==> config.mk <==
export PLATFORM = sky130hd
export DESIGN_NAME = rr_arbiter8
export DESIGN_NICKNAME = d
export VERILOG_FILES = /design/src/rtl/rr_arb_pkg.sv /design/src/rtl/dec3to8.sv /design/src/rtl/rr_arbiter8.sv
export SDC_FILE = /design/constraint.sdc
export NUM_CORES = 1
export LEC_CHECK = 0
export BUFFER_PORTS_ARGS = -buffer_cell sky130_fd_sc_hd__buf_2
export CORE_ASPECT_RATIO = 1.4
export CORE_MARGIN = 2
export CORE_UTILIZATION = 60
export DETAILED_ROUTE_END_ITERATION = 10
export PLACE_DENSITY = 0.8
export SYNTH_ARGS = -nofsm -noshare
export SYNTH_HDL_FRONTEND = slang
export SYNTH_SLANG_ARGS = --single-unit
==> constraint.sdc <==
create_clock -name clk -period 4 [get_ports clk]
set_input_delay 0.2 -clock clk [delete_from_list [all_inputs] [get_ports clk]]
set_output_delay 0.2 -clock clk [all_outputs]
set_load 0.02 [all_outputs]
==> src/rtl/rr_arb_pkg.sv <==
// Shared constants, state encoding and rotating-priority pick for rr_arbiter8.
package rr_arb_pkg;

  localparam int N_REQ = 8;
  localparam int IDX_W = 3;

  typedef enum logic {
    IDLE  = 1'b0,
    GRANT = 1'b1
  } state_e;

  // First set bit of mask when scanning from ptr+1 upward, modulo N_REQ.
  // The scan runs from farthest to nearest so the nearest hit is written last.
  // Offset N_REQ wraps back to ptr itself, which therefore has lowest priority.
  // The caller only uses the result when mask is non-zero.
  function automatic logic [IDX_W-1:0] rr_pick(input logic [N_REQ-1:0] mask,
                                               input logic [IDX_W-1:0] ptr);
    logic [IDX_W-1:0] idx;
    rr_pick = ptr;
    for (int k = N_REQ; k >= 1; k--) begin
      idx = ptr + IDX_W'(k);
      if (mask[idx]) rr_pick = idx;
    end
  endfunction

endpackage

==> src/rtl/dec3to8.sv <==
// 3-to-8 one-hot decoder with enable; all-zero output when disabled.
module dec3to8 (
  input  logic [2:0] idx_i,
  input  logic       en_i,
  output logic [7:0] onehot_o
);

  // Drive exactly one bit high when enabled.
  always_comb begin
    onehot_o = '0;
    if (en_i) onehot_o[idx_i] = 1'b1;
  end

endmodule

==> src/rtl/rr_arbiter8.sv <==
// Eight-way round-robin arbiter with registered owner, rotating priority and
// a hold limit that revokes a long-running owner while others are waiting.
module rr_arbiter8
  import rr_arb_pkg::*;
#(
  parameter int MAX_HOLD = 16,
  parameter int CNT_W    = 8
) (
  input  logic             clk,
  input  logic             rst_n,
  input  logic [N_REQ-1:0] req,
  output logic [N_REQ-1:0] gnt,
  output logic [IDX_W-1:0] gnt_idx,
  output logic             gnt_valid,
  output logic             preempt
);

  state_e           state_q, state_d;
  logic [IDX_W-1:0] idx_q, idx_d;
  logic [IDX_W-1:0] ptr_q, ptr_d;
  logic [CNT_W-1:0] hold_q, hold_d;
  logic             pre_q, pre_d;

  logic [N_REQ-1:0] others;
  logic             contended;
  logic             expired;

  // Everyone except the current owner; drives both release and hold-limit decisions.
  assign others    = req & ~(N_REQ'(1) << idx_q);
  assign contended = |others;
  assign expired   = contended && (hold_q == CNT_W'(MAX_HOLD - 1));

  // Next-state logic: owner selection, hold counting and preempt pulse.
  always_comb begin
    state_d = state_q;
    idx_d   = idx_q;
    ptr_d   = ptr_q;
    hold_d  = hold_q;
    pre_d   = 1'b0;
    unique case (state_q)
      IDLE: begin
        if (|req) begin
          state_d = GRANT;
          idx_d   = rr_pick(req, ptr_q);
          ptr_d   = rr_pick(req, ptr_q);
          hold_d  = '0;
        end
      end
      GRANT: begin
        if (!req[idx_q]) begin
          // Owner released; hand over with no dead cycle if anyone is waiting.
          if (contended) begin
            idx_d  = rr_pick(others, ptr_q);
            ptr_d  = rr_pick(others, ptr_q);
            hold_d = '0;
          end else begin
            state_d = IDLE;
            hold_d  = '0;
          end
        end else if (expired) begin
          idx_d  = rr_pick(others, ptr_q);
          ptr_d  = rr_pick(others, ptr_q);
          hold_d = '0;
          pre_d  = 1'b1;
        end else if (contended) begin
          hold_d = hold_q + CNT_W'(1);
        end else begin
          // A lone requester never ages toward the limit.
          hold_d = '0;
        end
      end
      default: state_d = IDLE;
    endcase
  end

  // State registers; ptr resets to the last index so bit 0 wins first.
  always_ff @(posedge clk or negedge rst_n) begin
    if (!rst_n) begin
      state_q <= IDLE;
      idx_q   <= '0;
      ptr_q   <= IDX_W'(N_REQ - 1);
      hold_q  <= '0;
      pre_q   <= 1'b0;
    end else begin
      state_q <= state_d;
      idx_q   <= idx_d;
      ptr_q   <= ptr_d;
      hold_q  <= hold_d;
      pre_q   <= pre_d;
    end
  end

  assign gnt_valid = (state_q == GRANT);
  assign gnt_idx   = idx_q;
  assign preempt   = pre_q;

  dec3to8 u_dec (
    .idx_i    (idx_q),
    .en_i     (gnt_valid),
    .onehot_o (gnt)
  );

endmodule

==> results of run 1 <==
logic make-up (layout without fill, tap and decap cells):
group                    after synthesis  in the layout  share of synthesized area, %
multiplexers                          39             39                          23.7
adder cells (fa/ha/maj)                3              3                          1.49
flip-flops                            16             16                          16.0
XOR/XNOR                               7              7                          2.73
buffers and inverters                 35             44                          7.04
AO/OA/AOI/OAI                        114            114                          30.8
AND/OR/NAND/NOR                       93             93                          18.2
sequential cells by signal, indices dropped and copies added, names as in the netlist:
name,count
hold_q,8
gnt_idx,3
ptr_q,3
gnt_valid,1
preempt,1
worst paths after layout:
| path | to | from | slack [ns] |
|---|---|---|---|
| worst max register to register | gnt_idx[2] | gnt_idx[0] | 0.55 |
| max in group asynchronous | ptr_q[0] | rst_n | 3.30 |
| min in group asynchronous | hold_q[0] | rst_n | 0.39 |
| worst min-delay path | gnt_valid | req[0] | 0.34 |
| worst min register to register | hold_q[1] | hold_q[1] | 0.53 |
| worst max-delay path | gnt_idx[2] | gnt_idx[0] | 0.55 |
timing repair:
item	CTS	global route
endpoints found under the setup margin	0	0
hold endpoints to repair	13	0
hold buffers	1	0
through the flow:
stage / utilization [%] / worst slack (ns)
floorplan: - / 0.879
global placement: 65.3 / 0.773
detailed placement: 65.3 / 0.714
CTS: 66.9 / 0.673
global route: 66.9 / 0.331
finish: 66.9 / 0.545
critical path, cell delays in order, from the launching register on:
cell	delay, ns
dfrtp_1	0.65
xor2_1	0.75
o21ai_1	0.40
mux4_2	0.60
a2111oi_0	0.63
buf_4	0.22
o21ai_0	0.07
cell usage after synthesis (3+ instances only):
library cell	instances
a21oi_1	20
a221oi_1	9
nand3_1	6
dfrtp_1	13
a21o_1	7
o22ai_1	8
o211ai_1	7
nor2_1	25
nand2_1	22
o21a_1	5
o21ai_0	23
dfstp_2	3
nand2b_1	6
mux4_2	13
mux2_2	9
xnor2_1	3
nor3_1	10
o21ai_1	3
and2_1	3
xor2_1	3
buf_2	5
a211oi_1	8
and3_1	5
mux2i_1	13
ha_1	3
clkbuf_1	18
inv_1	7
nor2b_1	3
cell usage in the layout (no fill, tap or decap), types with 3 or more instances in the layout:
cell type,netlist,layout
a211oi_1,8,8
a21o_1,7,7
a21oi_1,20,20
a221oi_1,9,9
and2_1,3,3
and3_1,5,5
buf_2,5,22
buf_4,0,8
clkbuf_8,0,4
dfrtp_1,13,13
dfstp_2,3,3
ha_1,3,3
inv_1,7,7
mux2_2,9,9
mux2i_1,13,13
mux4_2,13,13
nand2_1,22,22
nand2b_1,6,6
nand3_1,6,6
nor2_1,25,25
nor2b_1,3,3
nor3_1,10,10
o211ai_1,7,7
o21a_1,5,5
o21ai_0,23,23
o21ai_1,3,3
o22ai_1,8,8
xnor2_1,3,3
xor2_1,3,3
metal layers:
metal  up-vias  share of wire, %
met5         -                 0
li1       1204                 -
met4         0               3.3
met1      1221                39
met3        29               6.6
met2       146                51
area by class of cell:
type	count	area share (%)
flip-flops and latches	16	15.1
clock buffers	4	2.06
well taps	43	2.02
repair buffers	31	6.75
multi-input cells	256	72.8
inverters	9	1.27
==> impl_metrics.toml, run 1 <==
[timing]
period_share_pct = 86.4
drv_slew = 0
finalSetupTns_ns = 0
hold_violations = 0
max_slew_margin_pct = 40.8
rsz0062_at_grt = "no"
timing.fmax_mhz = 289
worstMarginPinSlew_ns = 0.885
whs_ns = 0.341
setup_viol = 0
fin_crit_ns = 3.45
finClkSkew_ns = 0.00161

[place]
placed_area_mm2 = 0.00260
port_buffers = 22
post-dp-hpwl_um = 5450
gp_congestion = 1.03
place_inst = 354

[setup_path]
critical_path_arrival_ns = 3.60
crit_fanout = 12
startpoint_type = "flip-flop"
required_ns = 4.14
crit_type = "flip-flop to flip-flop"
rr_worst_depth = 6
critPathCaptureType = "flip-flop"

[logic_synthesis]
synth_top_flop_cell = "dfrtp_1"
synth_top_area_share_pct = 12.9
synthesis.area_mm2 = 0.00252
synth_cell_type_count = 63
synthTopCellsByArea = "dfrtp_1 (13%), mux4_2 (12%), mux2i_1 (5.2%)"
async_flop_share_pct = 100
yosys.area.top_type = "dfrtp_1"
synth_area_per_cell_um2 = 8.22
yosysSeqAreaShare_pct = 16.0
syn-num-nets = 320
synth_edf_count = 0
ys_warn_count = 0
syn_inst = 307
synth_seq_cells = 16

[detailed_routing]
drtIter0Drc = 314
firstDrtPassIters = 5
antenna_left = 0
wl_um = 7510
wl_per_cell_um = 20.9
drc = 0
vias = 2600
viasPerCell = 7.24

[die]
die_w_um = 58.8
dieArea_mm2 = 0.00475
pin_count = 23
row_count = 27
core_area_mm2 = 0.00399
die-height_um = 80.7
initial_core_util_pct = 63.3

[clock_tree]
clkTransAtPathRegs_ns = 0.06
cts_max_level = 1
clock_sinks = 16
postCtsSetupBuffers = 0
numCtsBuffers = 3
root_buffer = "clkbuf_8"
ctsLongestPathBuffers = 2
cts_resized = 0
cts_tree = "done"
clock_latency_ns = 0.26

[cells_and_area]
area_growth_pct = 5.75
seq_area_um2 = 404
n_antenna_cell = 0
layout-drive-gt1-share_pct = 21.5
fillers = 339
post-route-cell-area_mm2 = 0.00267
final_cells = 359
finalNetCount = 330
multiInputGateArea_mm2 = 0.00194

[global_route]
grt_busiest_layer = "met2"
grt_pass1_vias = 2464
use_met3_pct = 4.14
grt_pass1_wl_um = 12400
overflow = 0
grt_max_degree = 29
grt_usage_pct = 34.3
use_met1_pct = 44.3
antenna_found_initial = 0
use_met2_pct = 57.6

[min_path]
hold_path.class = "input pin to flip-flop"
hold_depth = 3

[outcome]
status = "complete, no violations"

[job]
cap_violations = 0
Power of run 1 is left out: the tool's default activity adds up to more than one toggle a clock period on the data nets, which glitch-free logic cannot reach.
==> run 2: changes to the inputs <==
CORE_UTILIZATION = 50   (was 60)
PLACE_DENSITY = 0.69   (was 0.8)
SETUP_SLACK_MARGIN = 0.5   (was default)
==> impl_metrics.toml, run 2 (same netlist as run 1, synthesis figures left out) <==
[outcome]
status = "complete, no violations"

[timing]
fin_crit_ns = 3.21
drv_slew = 0
hold_violations = 0
worstMarginPinSlew_ns = 0.932
timing.fmax_mhz = 311
setup_viol = 0
finClkSkew_ns = 0.000890
rsz0062_at_grt = "no"
finalSetupTns_ns = 0
period_share_pct = 80.3
max_slew_margin_pct = 37.4
whs_ns = 0.360

[detailed_routing]
wl_um = 7860
firstDrtPassIters = 5
viasPerCell = 6.82
antenna_left = 0
drtIter0Drc = 231
drc = 0
vias = 2626
wl_per_cell_um = 20.4

[clock_tree]
ctsLongestPathBuffers = 2
root_buffer = "clkbuf_8"
clock_latency_ns = 0.24
clkTransAtPathRegs_ns = 0.06
numCtsBuffers = 3
cts_max_level = 1
clock_sinks = 16
cts_resized = 0
cts_tree = "done"

[global_route]
grt_pass1_vias = 2606
grt_usage_pct = 29.5
overflow = 0
grt_max_degree = 26
antenna_found_initial = 0
grt_pass1_wl_um = 13100

[setup_path]
crit_path_cell_trace = "nor2b_1 > a21oi_1 > mux4_2 > a211oi_1 > o311ai_1 > a221oi_2 > a21o_1"
critical_path_arrival_ns = 3.40
slowest_delay_ns = 0.82
crit_type = "flip-flop to flip-flop"
slowest_stage = "dfrtp_1"
startpoint_type = "flip-flop"
critPathCaptureType = "flip-flop"
crit_family = "compound AO/OA/AOI/OAI gates"
required_ns = 4.18
crit_fanout = 21
crit_buf_inv = 0

[die]
die_w_um = 64.0
dieArea_mm2 = 0.00564
row_count = 30
initial_core_util_pct = 52.1
core_area_mm2 = 0.00484
die-height_um = 88.1
pin_count = 23

[cells_and_area]
n_antenna_cell = 0
fillers = 458
seq_area_um2 = 404
most-common-layout-cells = "nor2_1 (25), o21ai_0 (23), nand2_1 (22), buf_2 (22), a21oi_1 (20)"
multiInputGateArea_mm2 = 0.00194
top_register = "hold_q"
largest_reg_flops = 8
final_common_cell = "nor2_1"
area_growth_pct = 7.88
finalNetCount = 335
layout-drive-gt1-share_pct = 22.4
postLayoutCoreUtil_pct = 56.2
final_cells = 385

[min_path]
hold_path.class = "input pin to flip-flop"

[place]
gp_congestion = 0.980
place_inst = 380
post-dp-hpwl_um = 5920
port_buffers = 22

[job]
cap_violations = 0
run 2: cell count changes in the layout (fill, tap and decap cells not counted):
| cell | delta |
|---|---|
| clkbuf_8 | -1 |
| buf_4 | +5 |
| clkbuf_1 | +1 |
run 2: layout make-up:
type | count | area share, %
Multi-Input combinational cell | 256 | 71.3
Sequential cell | 16 | 14.8
Timing Repair Buffer | 36 | 8.00
Tap cell | 64 | 2.94
Clock buffer | 4 | 1.65
Inverter | 9 | 1.24
run 2: path summary, 6_finish.rpt:
| check | start | to | slack (ns) | cells past startpoint |
|---|---|---|---|---|
| max | gnt_idx[1] | gnt_idx[1] | 0.79 | 7 |
| min reg2reg | hold_q[1] | hold_q[1] | 0.54 | 1 |
| max reg2reg | gnt_idx[1] | gnt_idx[1] | 0.79 | 7 |
| max in group asynchronous | rst_n | ptr_q[2] | 3.29 | 2 |
| min | req[0] | gnt_valid | 0.36 | 3 |
| min in group asynchronous | rst_n | hold_q[5] | 0.40 | 2 |
run 2: stage by stage:
step           setup WS [ns]  cell area (µm²)
2_1_floorplan          0.879             2520
3_3_place_gp           0.968             2670
3_5_place_dp           0.917             2670
4_1_cts                0.908             2720
5_1_grt                0.553             2720
6_report               0.786             2720
run 2: worst register-to-register path, stage by stage (launching register included):
cell	delay, ns
dfrtp_1	0.82
nor2b_1	0.63
a21oi_1	0.29
mux4_2	0.53
a211oi_1	0.27
o311ai_1	0.16
a221oi_2	0.34
a21o_1	0.12
run 2: routing by layer:
layer | GRT usage, % | up-vias | share of wire, %
met5 | 0 | - | 0
met4 | 17.2 | 0 | 4.9
met3 | 2.44 | 29 | 5.7
met2 | 52.7 | 126 | 52
met1 | 34.4 | 1254 | 37
li1 | - | 1217 | -
run 2: repair_timing:
action	in CTS	in global routing
endpoints found under the hold margin	13	0
setup buffers	0	0
hold buffers	1	0
Power of run 2 is left out for the same reason.
==> run 3: changes to the inputs <==
clock period = 3.1 ns   (was 4 ns; I/O delays follow)
==> impl_metrics.toml, run 3 (same netlist as run 1, synthesis figures left out) <==
[outcome]
status = "complete, no violations"

[timing]
worst_slack_ns = 0.358
fin_crit_ns = 2.74
max_slew_margin_pct = 64.8
worstMarginPinSlew_ns = 0.520
timing.fmax_mhz = 365
finalSetupTns_ns = 0
rsz0062_at_grt = "yes"
drv_slew = 0
period_share_pct = 88.5
finClkSkew_ns = 0.00159
setup_viol = 0
hold_violations = 0

[die]
initial_core_util_pct = 52.1
pin_count = 23
die-height_um = 88.1
core_area_mm2 = 0.00484
dieArea_mm2 = 0.00564
die_w_um = 64.0
row_count = 30

[place]
gp_congestion = 1.00
post-place-ws_ns = 0.255
placed_area_mm2 = 0.00277
post-dp-hpwl_um = 5870
port_buffers = 22

[global_route]
grt_max_degree = 22
antenna_found_initial = 0
overflow = 0
grt_pass1_wl_um = 13100
grt_pass1_vias = 2557
grt_usage_pct = 29.7

[detailed_routing]
wl_um = 8120
firstDrtPassIters = 5
drtIter0Drc = 255
wl_per_cell_um = 20.1
drc = 0
vias = 2781
antenna_left = 0
viasPerCell = 6.87

[cells_and_area]
fillers = 417
area_growth_pct = 21.0
post-route-cell-area_mm2 = 0.00305
postLayoutCoreUtil_pct = 63.1
largest_reg_flops = 8
most-common-layout-cells = "buf_4 (31), nor2_1 (25), nand2_1 (22), buf_2 (22), o21ai_0 (21)"
final_common_cell = "buf_4"
multiInputGateArea_mm2 = 0.00209
seq_area_um2 = 410
layout-drive-gt1-share_pct = 34.6
top_register = "hold_q"
n_antenna_cell = 0
finalNetCount = 355

[job]
cap_violations = 0

[clock_tree]
clkTransAtPathRegs_ns = 0.07
root_buffer = "clkbuf_8"
numCtsBuffers = 3
clock_latency_ns = 0.25
cts_max_level = 1
cts_tree = "done"
clock_sinks = 16
ctsLongestPathBuffers = 2

[setup_path]
critPathLaunch = "ptr_q[0]"
slowest_delay_ns = 0.68
startpoint_type = "flip-flop"
crit_type = "flip-flop to flip-flop"
crit_fanout = 8
slowest_stage = "dfstp_4"
critPathCaptureType = "flip-flop"
reg2reg_from = "ptr_q[0]"
critical_path_arrival_ns = 2.92
crit_path_cell_trace = "buf_4 > mux4_2 > mux2_4 > nand2b_1 > a311o_1 > a32oi_2 > o211ai_1 > xnor2_1"
rr_worst_depth = 8
required_ns = 3.28

[min_path]
hold_path.class = "input pin to flip-flop"
hold_start = "req[2]"
hold_depth = 3
-- run 3: worst paths after layout --
| path | slack [ns] | end |
|---|---|---|
| max in group asynchronous | 2.45 | ptr_q[1] |
| min in group asynchronous | 0.35 | hold_q[6] |
| max | 0.36 | ptr_q[0] |
| min reg2reg | 0.53 | hold_q[4] |
| max reg2reg | 0.36 | ptr_q[0] |
| min | 0.32 | gnt_valid |
-- run 3: final cells by class --
| class | count | share of cell area (%) |
|---|---|---|
| tap | 64 | 2.62 |
| multi-input combinational | 256 | 68.5 |
| clock buffer | 4 | 1.80 |
| inverter | 9 | 1.31 |
| sequential | 16 | 13.4 |
| timing repair buffer | 56 | 12.3 |
-- run 3: repair_timing --
action	in CTS	in global routing
hold buffers	1	0
gates resized for setup	12	15
endpoints found under the setup margin	11	14
endpoints found under the hold margin	13	0
buffers inserted	9	5
pin swaps	6	11
-- run 3: routing by layer --
metal  global-route usage (%)  up-vias  routed length [µm]
met5                        0        -                   0
met3                     3.08       36                 458
met4                     14.6        0                 397
li1                         -     1260                   -
met2                     52.1      157                4070
met1                     36.1     1328                3190
-- run 3: through the flow --
stage	hold slack, ns	std cells
2_1_floorplan	-0.141	307
3_3_place_gp	0.0811	386
3_5_place_dp	0.0870	386
4_1_cts	0.313	400
5_1_grt	0.347	405
6_report	0.320	405
-- run 3: worst max-delay path: cells and delay by family (launching register included) --
family,cells,cell delay [ns]
multiplexers,2,0.80
AO/OA/AOI/OAI,3,0.74
flip-flops,1,0.68
XOR/XNOR,1,0.17
AND/OR/NAND/NOR,1,0.14
buffers and inverters,1,0.13
Power of run 3 is left out for the same reason.
